**src/rtl/ifmap_pkg.sv**
```systemverilog
// Shared ifmap definitions: write-side FSM states and default geometry
// common to the write deserializer and the read address generator.
package ifmap_pkg;

    typedef enum logic [1:0] {
        IDLE      = 2'd0,
        FILL      = 2'd1,
        WAIT_SWAP = 2'd2
    } ifmap_state_t;

    localparam int IFMAP_DATA_WIDTH      = 16;
    localparam int IFMAP_COUNT           = 4;
    localparam int IFMAP_BANK_ADDR_WIDTH = 8;

endpackage

```
**src/rtl/ifmap_lane_packer.sv**
```systemverilog
// Lane counter plus pack register: gathers COUNT words into one entry and
// strobes full on the push that completes it.
module ifmap_lane_packer
    import ifmap_pkg::*;
#(
    parameter int DATA_WIDTH = IFMAP_DATA_WIDTH,
    parameter int COUNT      = IFMAP_COUNT
) (
    input  logic                        clk,
    input  logic                        rst_n,
    input  logic                        push,
    input  logic                        clear,
    input  logic [DATA_WIDTH-1:0]       data,
    output logic                        full,
    output logic [DATA_WIDTH*COUNT-1:0] packed_data
);

    localparam int LANE_W = (COUNT > 1) ? $clog2(COUNT) : 1;

    logic [LANE_W-1:0] lane_reg;
    logic              last_lane;
    logic              push_ok;

    assign push_ok   = push & ~clear;
    assign last_lane = (lane_reg == LANE_W'(COUNT - 1));
    assign full      = push_ok & last_lane;

    always_ff @(posedge clk or negedge rst_n) begin
        if (!rst_n) begin
            lane_reg <= '0;
        end else if (clear) begin
            lane_reg <= '0;
        end else if (push_ok) begin
            lane_reg <= last_lane ? '0 : lane_reg + LANE_W'(1);
        end
    end

    // The word arriving this cycle is forwarded into its lane so the
    // completed entry is available on the same edge that accepts it.
    genvar gi;
    generate
        for (gi = 0; gi < COUNT; gi++) begin : g_lane
            logic [DATA_WIDTH-1:0] word_reg;
            logic                  hit;

            assign hit = push_ok & (lane_reg == LANE_W'(gi));

            always_ff @(posedge clk or negedge rst_n) begin
                if (!rst_n) begin
                    word_reg <= '0;
                end else if (clear) begin
                    word_reg <= '0;
                end else if (hit) begin
                    word_reg <= data;
                end
            end

            assign packed_data[gi*DATA_WIDTH +: DATA_WIDTH] = hit ? data : word_reg;
        end
    endgenerate

endmodule

```
**src/rtl/ifmap_wr_deserializer.sv**
```systemverilog
// Packs a narrow ifmap word stream into bank-wide entries, writes one tile
// into the write-side bank, then holds off until the banks are swapped.
module ifmap_wr_deserializer
    import ifmap_pkg::*;
#(
    parameter int DATA_WIDTH      = IFMAP_DATA_WIDTH,
    parameter int COUNT           = IFMAP_COUNT,
    parameter int BANK_ADDR_WIDTH = IFMAP_BANK_ADDR_WIDTH
) (
    input  logic                        clk,
    input  logic                        rst_n,
    input  logic                        config_en,
    input  logic [BANK_ADDR_WIDTH-1:0]  config_data,
    input  logic [DATA_WIDTH-1:0]       in_data,
    input  logic                        in_valid,
    output logic                        in_ready,
    output logic                        wen,
    output logic [BANK_ADDR_WIDTH-1:0]  wadr,
    output logic [DATA_WIDTH*COUNT-1:0] wdata,
    output logic                        tile_done,
    input  logic                        swap
);

    ifmap_state_t state_reg, state_next;

    logic [BANK_ADDR_WIDTH-1:0]  entries_m1_reg;
    logic [BANK_ADDR_WIDTH-1:0]  entry_cnt_reg, entry_cnt_next;
    logic                        in_ready_reg;
    logic                        wen_reg, wen_next;
    logic                        tile_done_reg, tile_done_next;
    logic [BANK_ADDR_WIDTH-1:0]  wadr_reg;
    logic [DATA_WIDTH*COUNT-1:0] wdata_reg;

    logic                        push;
    logic                        full;
    logic [DATA_WIDTH*COUNT-1:0] packed_data;

    // in_ready_reg is high exactly while in FILL, so it doubles as the
    // state qualifier for a transfer.
    assign push = in_valid & in_ready_reg & ~config_en;

    ifmap_lane_packer #(
        .DATA_WIDTH (DATA_WIDTH),
        .COUNT      (COUNT)
    ) u_packer (
        .clk         (clk),
        .rst_n       (rst_n),
        .push        (push),
        .clear       (config_en),
        .data        (in_data),
        .full        (full),
        .packed_data (packed_data)
    );

    always_comb begin
        state_next     = state_reg;
        entry_cnt_next = entry_cnt_reg;
        wen_next       = 1'b0;
        tile_done_next = 1'b0;
        if (config_en) begin
            state_next     = FILL;
            entry_cnt_next = '0;
        end else begin
            case (state_reg)
                FILL: begin
                    if (full) begin
                        wen_next = 1'b1;
                        if (entry_cnt_reg == entries_m1_reg) begin
                            tile_done_next = 1'b1;
                            entry_cnt_next = '0;
                            state_next     = WAIT_SWAP;
                        end else begin
                            entry_cnt_next = entry_cnt_reg + BANK_ADDR_WIDTH'(1);
                        end
                    end
                end
                WAIT_SWAP: begin
                    if (swap) begin
                        state_next = FILL;
                    end
                end
                default: begin
                end
            endcase
        end
    end

    always_ff @(posedge clk or negedge rst_n) begin
        if (!rst_n) begin
            state_reg      <= IDLE;
            entries_m1_reg <= '0;
            entry_cnt_reg  <= '0;
            in_ready_reg   <= 1'b0;
            wen_reg        <= 1'b0;
            tile_done_reg  <= 1'b0;
            wadr_reg       <= '0;
            wdata_reg      <= '0;
        end else begin
            state_reg     <= state_next;
            entry_cnt_reg <= entry_cnt_next;
            in_ready_reg  <= (state_next == FILL);
            wen_reg       <= wen_next;
            tile_done_reg <= tile_done_next;
            if (config_en) begin
                entries_m1_reg <= config_data;
            end
            if (wen_next) begin
                wadr_reg  <= entry_cnt_reg;
                wdata_reg <= packed_data;
            end
        end
    end

    assign in_ready  = in_ready_reg;
    assign wen       = wen_reg;
    assign wadr      = wadr_reg;
    assign wdata     = wdata_reg;
    assign tile_done = tile_done_reg;

endmodule
```
**config.mk**
```make
export PLATFORM = sky130hd
export DESIGN_NAME = ifmap_wr_deserializer
export DESIGN_NICKNAME = d
export VERILOG_FILES = /design/src/rtl/ifmap_pkg.sv /design/src/rtl/ifmap_lane_packer.sv /design/src/rtl/ifmap_wr_deserializer.sv
export SDC_FILE = /design/constraint.sdc
export NUM_CORES = 1
export LEC_CHECK = 0
export CAP_MARGIN = 20
export CORE_MARGIN = 2
export CORE_UTILIZATION = 50
export DETAILED_ROUTE_END_ITERATION = 7
export PLACE_DENSITY = 0.82
export SLEW_MARGIN = 20
export SYNTH_ARGS = -nofsm -noshare
export SYNTH_HDL_FRONTEND = slang
export SYNTH_HIERARCHICAL = 1
export SYNTH_SLANG_ARGS = --single-unit
```
**constraint.sdc**
```tcl
create_clock -name clk -period 2.05 [get_ports clk]
set_input_delay 0.3075 -clock clk [delete_from_list [all_inputs] [get_ports clk]]
set_output_delay 0.3075 -clock clk [all_outputs]
set_load 0.02 [all_outputs]
```
### Word level (Yosys, flattened, before mapping)

Index checks and enable logic that the tools add are counted.

| cells by class | value |
|---|---|
| add/sub/neg operators | 2 |
| equality and inequality tests | 7 |
| muxes and demuxes | 27 |
| bitwise gates (word level) | 8 |
| reductions and logical operators | 5 |

Operator list:

| kind | number |
|---|---|
| $mux 16 | 8 |
| $mux 8 | 4 |
| $mux 2 | 7 |
| $add 8x1->8 const B | 1 |
| $eq 8x8->1 | 1 |
| $and 1x1->1 | 7 |
| $mux 1 | 7 |
| $eq 2x1->1 const B | 3 |
| $eq 2x2->1 const B | 3 |
| $reduce_bool 2->1 | 3 |
| $pmux 2 s2 | 1 |
| $add 2x1->2 const B | 1 |
| $logic_not 2->1 | 1 |
| $reduce_and 2->1 | 1 |
| $not 1->1 | 1 |

| storage, ports and cells | value |
|---|---|
| register bits after elaboration | 159 |
| logic and storage cells | 62 |

### Depth between registers and ports, before layout

| depth | value |
|---|---|
| depth in word-level cells | 8 |
| mapped depth | 12 |
| mapped depth without buffers | 9 |

### Modules after synthesis

Netlist, hierarchy kept.

Modules (own cells, without submodules):

| module | instances | cells each | area an instance (µm²) |
|---|---|---|---|
| ifmap_lane_packer | 1 | 379 | 4219.0 |
| ifmap_wr_deserializer | 1 | 412 | 3799.9 |

### Worst setup path before layout

OpenSTA, ideal clock, no wires.

| timing | value |
|---|---|
| path kind | reg2reg |
| from | register in_ready_reg, in the netlist in_ready |
| to | register wadr_reg[2], in the netlist wadr[2] |
| library setup time | 0.065 ns |
| data arrival time | 2.031 ns |
| slack | -0.046 ns |
| cell stages (with the launch flop) | 12 |
| buffers on the path | 4 |
| period minus slack after synthesis | 2.096 ns |
| cells stage by stage | dfrtp_1 and3_1 buf_6 nand3b_4 buf_6 inv_1 nand3_1 inv_1 clkbuf_1 clkbuf_1 nand2_1 nand2_1 |

| on the way | value |
|---|---|
| longest elaborated chain between the ends | 7 |

Ends and longest elaborated chain:

| item | RTL line | source |
|---|---|---|
| from (decl) | ifmap_wr_deserializer.sv:28 | `logic in_ready_reg;` |
| from (signal assigned) | ifmap_wr_deserializer.sv:101 | `in_ready_reg <= (state_next == FILL);` |
| $and 1x1->1 (2 in series) | ifmap_wr_deserializer.sv:40 | `assign push = in_valid & in_ready_reg & ~config_en;` |
| net push | ifmap_wr_deserializer.sv:34 | `logic push;` |
| $and 1x1->1 | ifmap_lane_packer.sv:24 | `assign push_ok = push & ~clear;` |
| $and 1x1->1 | ifmap_lane_packer.sv:26 | `assign full = push_ok & last_lane;` |
| net full | ifmap_wr_deserializer.sv:35 | `logic full;` |
| $mux 1 | ifmap_wr_deserializer.sv:66 | `if (full) begin` |
| $mux 1 | ifmap_wr_deserializer.sv:64 | `case (state_reg)` |
| $mux 1 | ifmap_wr_deserializer.sv:60 | `if (config_en) begin` |
| to (signal assigned) | ifmap_wr_deserializer.sv:108 | `wadr_reg <= entry_cnt_reg;` |
| to (decl) | ifmap_wr_deserializer.sv:31 | `logic [BANK_ADDR_WIDTH-1:0] wadr_reg;` |

The timed path passes the listed nets, and every way through them passes these cells.
A chain may end at the register's enable or synchronous reset.

### Worst setup path after layout

| timing | value |
|---|---|
| from | register entry_cnt_reg[5] |
| to | register entry_cnt_reg[5] |

| on the way | value |
|---|---|
| longest elaborated chain between the ends | 5 |
| elaborated cells on any way between the ends | 6 |

Ends and longest elaborated chain:

| item | RTL line | source |
|---|---|---|
| from (decl) | ifmap_wr_deserializer.sv:27 | `logic [BANK_ADDR_WIDTH-1:0] entry_cnt_reg, entry_cnt_next;` |
| from (signal assigned) | ifmap_wr_deserializer.sv:100 | `entry_cnt_reg <= entry_cnt_next;` |
| $add 8x1->8 or $eq 8x8->1 (tied branches) | ifmap_wr_deserializer.sv:73, ifmap_wr_deserializer.sv:68 |  |
| $mux 8 * | ifmap_wr_deserializer.sv:68 | `if (entry_cnt_reg == entries_m1_reg) begin` |
| $mux 8 * | ifmap_wr_deserializer.sv:66 |  |
| $mux 8 * | ifmap_wr_deserializer.sv:64 |  |
| $mux 8 * | ifmap_wr_deserializer.sv:60 |  |

Mark *: on every way between the ends. The rest lies on a longest branch, timed or not. The select of a mux whose other input is x is not followed.

==> Implementation_results.wiki <==
{| class="wikitable"
! Metric !! Value
|-
| Hpwl dp || 12100 um
|-
| Die Footprint || 0.0171 mm^2
|-
| Vias in the first global route || 5779
|-
| Gp weighted congestion || 0.824
|-
| Slew Limit Headroom || 60.4%
|-
| Post-placement worst setup slack || -0.0870 ns
|-
| Kind of launch point of the worst setup path || flip-flop
|-
| Root buffer selected by CTS || sky130_fd_sc_hd__clkbuf_16
|-
| Cell family with the largest share of critical-path delay || compound AO/OA/AOI/OAI gates
|-
| Post-Synthesis Cell Area || 0.00802 mm^2
|-
| Core ar. || 0.0158 mm^2
|-
| Top-area cell type share of the netlist area || 49.6%
|-
| Power per Cell Area || 722 mW/mm^2
|-
| Setup crit end kind || flip-flop
|-
| Unrepaired setup endpoints after global routing || false
|-
| Via/cell ratio || 5.37
|-
| Global routing usage summed across all routing layers || 23.6%
|-
| Number of enable flip-flop cells after synthesis || 0
|-
| Final-report setup violation count || 0
|-
| Top post-synthesis cells by area || sky130_fd_sc_hd__dfrtp_1, sky130_fd_sc_hd__nand2_1, sky130_fd_sc_hd__a21bo_2
|-
| Worst-skew pair later-pin latency || 0.42 ns
|-
| Maximum count of clock buffers along a single path || 2
|-
| Synthesis-stage register bit count || 159
|-
| Required @ worst endpoint || 2.35 ns
|-
| DP Area || 0.00926 mm^2
|-
| Fraction of final layout cells sized beyond drive strength 1 || 22.6%
|-
| Endpoint arrival time on the critical path || 2.21 ns
|-
| Most frequent cells after synthesis || sky130_fd_sc_hd__nand2_1, sky130_fd_sc_hd__dfrtp_1, sky130_fd_sc_hd__a21oi_1
|-
| Area share of xor/xnor cells in the synthesized design || 1.40%
|-
| Largest net degree at the start of global routing || 84
|-
| Hold WC Path Type || primary input to flip-flop
|-
| Critical-path maximum fanout || 10
|-
| Highest ir drop seen on vdd || 0.000643 V
|-
| Number of antenna diodes || 0
|-
| Fmax achieved || 524 MHz
|-
| Depth of the worst register-to-register path || 5
|-
| Chip Width || 131 um
|-
| Proportion of synthesized flip-flops having asynchronous set or reset || 100%
|-
| Leading area contributor after synthesis || sky130_fd_sc_hd__dfrtp_1
|-
| Reg clk slew, reported paths || 0.06 ns
|-
| Multiplexer share of the synthesized area || 12.1%
|-
| Minimum period implied by the final worst setup slack || 1.91 ns
|-
| Ports placed on the boundary || 104
|-
| Endpoints failing hold || 0
|-
| Routed wire length || 19100 um
|-
| Number of antenna violations at the first check in global routing || 0
|-
| Most used standard cell by instance count after synthesis || sky130_fd_sc_hd__nand2_1
|-
| Number of buffers and inverters on the critical path || 0
|-
| Area fraction in compound gates after synthesis || 13.8%
|-
| Setup repair bufs after CTS || 0
|-
| Clock buffer count from CTS || 17
|-
| Main combinational cell family by area after synthesis || simple AND/OR/NAND/NOR gates
|-
| Antenna-violating nets left || 0
|-
| Yosys warnings || 6
|-
| Cell count after synthesis || 791
|-
| Cell with the largest stage delay on the worst path || sky130_fd_sc_hd__o41ai_4
|-
| Number of optimization iterations in the first detailed-route pass || 5
|-
| Maximum capacitance violations || 0
|-
| Row Count || 46
|-
| Maximum cell stage delay along the critical path || 0.61 ns
|-
| Total number of nets in the final design || 912
|-
| Share of the yosys chip area belonging to registers || 49.6%
|-
| Final period util || 93.1%
|-
| Vias || 5915
|-
| Total number of cells along the worst setup path || 5
|-
| Chip height || 131 um
|-
| Drc violations || 0
|-
| Final worst-path setup slack || 0.141 ns
|-
| Overflow left after global routing || 0
|-
| Run status || complete, no violations
|-
| Buffers added on ports || 103
|-
| Design Area, Final || 0.00983 mm^2
|-
| Simple-Gate Fraction of Synth Area || 17.2%
|-
| Number of sinks handled by clock tree synthesis || 159
|-
| Commonest register cell after synthesis || sky130_fd_sc_hd__dfrtp_1
|-
| CTS tree || done
|-
| Crit Path Class || flip-flop to flip-flop
|-
| Slew at the pin closest to its max-slew limit || 0.592 ns
|-
| Wirelength per Cell || 17.4 um
|-
| Arithmetic-cell share of the synthesized area counting full adders, half adders and majority gates || 1.09%
|-
| Hold Path Depth || 3
|-
| Worst path cell trace || xnor2_1 -> nand4_2 -> o41ai_4 -> nor2_1 -> a211o_1
|-
| Max Slew Vio Count || 0
|-
| First-pass GRT wire length || 30900 um
|-
| Distinct cell type count of the synthesized netlist || 35
|-
| Mapped Nets || 827
|-
| Syn_area_per_cell || 10.1 um^2
|-
| Layout area overhead || 22.5%
|-
| Static Leak || 4.85 nW
|-
| Drt initial violations || 415
|-
| Initial standard-cell utilization of the core || 50.8%
|-
| Worst hold margin || 0.338 ns
|-
| H-Tree Level Count || 4
|-
| Skew final || 0.00691 ns
|}
## repair_timing
item	CTS	global route
setup endpoints to repair	0	0
gates resized for setup	0	0
endpoints found under the hold margin	49	0
hold buffers	1	0
## through the flow
step | total power [mW] | utilization [%] | instances | setup TNS, ns
floorplan | 3.79 | - | 791 | -2.73
global placement | 4.06 | 58.7 | 1072 | 0
detailed placement | 4.07 | 58.7 | 1072 | -1.85
CTS | 7.14 | 62.3 | 1101 | 0
global route | 7.35 | 62.3 | 1101 | 0
finish | 7.10 | 62.3 | 1101 | 0
## worst register-to-register path, stage by stage, from the launching register on
cell and delay, ns:
sky130_fd_sc_hd__dfrtp_1 0.40, sky130_fd_sc_hd__xnor2_1 0.19, sky130_fd_sc_hd__nand4_2 0.17, sky130_fd_sc_hd__o41ai_4 0.61, sky130_fd_sc_hd__nor2_1 0.12, sky130_fd_sc_hd__a211o_1 0.30
## area by class of cell
| class | instances | area (um^2) |
|---|---|---|
| Fill cell | 1293 | 5940 |
| Tap cell | 216 | 270 |
| Sequential cell | 159 | 3980 |
| Clock buffer | 22 | 474 |
| Inverter | 10 | 37.5 |
| Multi-Input combinational cell | 559 | 3670 |
| Clock inverter | 6 | 86.3 |
| Timing Repair Buffer | 129 | 1310 |
## report_power, final
group	internal (mW)	total (mW)	switching, mW
registers	3.20	3.25	0.0424
clock network	1.86	3.07	1.21
logic	0.305	0.779	0.474
## logic make-up (layout without fill, tap and decap cells)
| family | count (synthesis) | in the layout |
|---|---|---|
| fa+ha+maj | 7 | 7 |
| compound gates | 148 | 148 |
| flops | 159 | 159 |
| buf+inv | 73 | 167 |
| mux | 73 | 73 |
| xor+xnor | 12 | 12 |
| simple gates | 319 | 319 |
## placed cells by master, fill, tap and decap left out, types with 2 or more instances in the layout
cell	instances
sky130_fd_sc_hd__clkbuf_8	3
sky130_fd_sc_hd__clkdlybuf4s50_1	101
sky130_fd_sc_hd__nand2_1	225
sky130_fd_sc_hd__nand3b_4	4
sky130_fd_sc_hd__bufinv_16	2
sky130_fd_sc_hd__xor2_1	3
sky130_fd_sc_hd__clkbuf_16	17
sky130_fd_sc_hd__clkbuf_1	2
sky130_fd_sc_hd__buf_4	18
sky130_fd_sc_hd__ha_1	7
sky130_fd_sc_hd__nor2_1	9
sky130_fd_sc_hd__xnor2_1	8
sky130_fd_sc_hd__a21bo_2	64
sky130_fd_sc_hd__mux2_4	39
sky130_fd_sc_hd__nand3_1	67
sky130_fd_sc_hd__buf_12	7
sky130_fd_sc_hd__nor3_1	5
sky130_fd_sc_hd__a21oi_1	71
sky130_fd_sc_hd__inv_1	9
sky130_fd_sc_hd__o21ai_0	5
sky130_fd_sc_hd__mux2_2	33
sky130_fd_sc_hd__clkinv_2	2
sky130_fd_sc_hd__dfrtp_1	159
sky130_fd_sc_hd__a211o_1	2
## per-layer routing
layer	up-vias	routed length, um	share of wire, %	track usage [%]
li1	2817	-	-	-
met1	2891	8490	44	32.8
met2	181	9180	48	36.9
met3	26	1140	5.9	5.82
met4	0	292	1.5	7.45
met5	-	0	0	0
## worst paths after layout
check / end / slack, ns / from
min: state_reg[1] / 0.34 / config_en
min in group asynchronous: entries_m1_reg[5] / 0.40 / rst_n
max in group asynchronous: u_packer/g_lane[0].word_reg[5] / 0.93 / rst_n
min reg2reg: wdata[5] / 0.47 / wdata[5]
max reg2reg: entry_cnt_reg[5] / 0.14 / entry_cnt_reg[5]
max: entry_cnt_reg[5] / 0.14 / entry_cnt_reg[5]
Note: power is estimated with default switching activity, not from simulation.
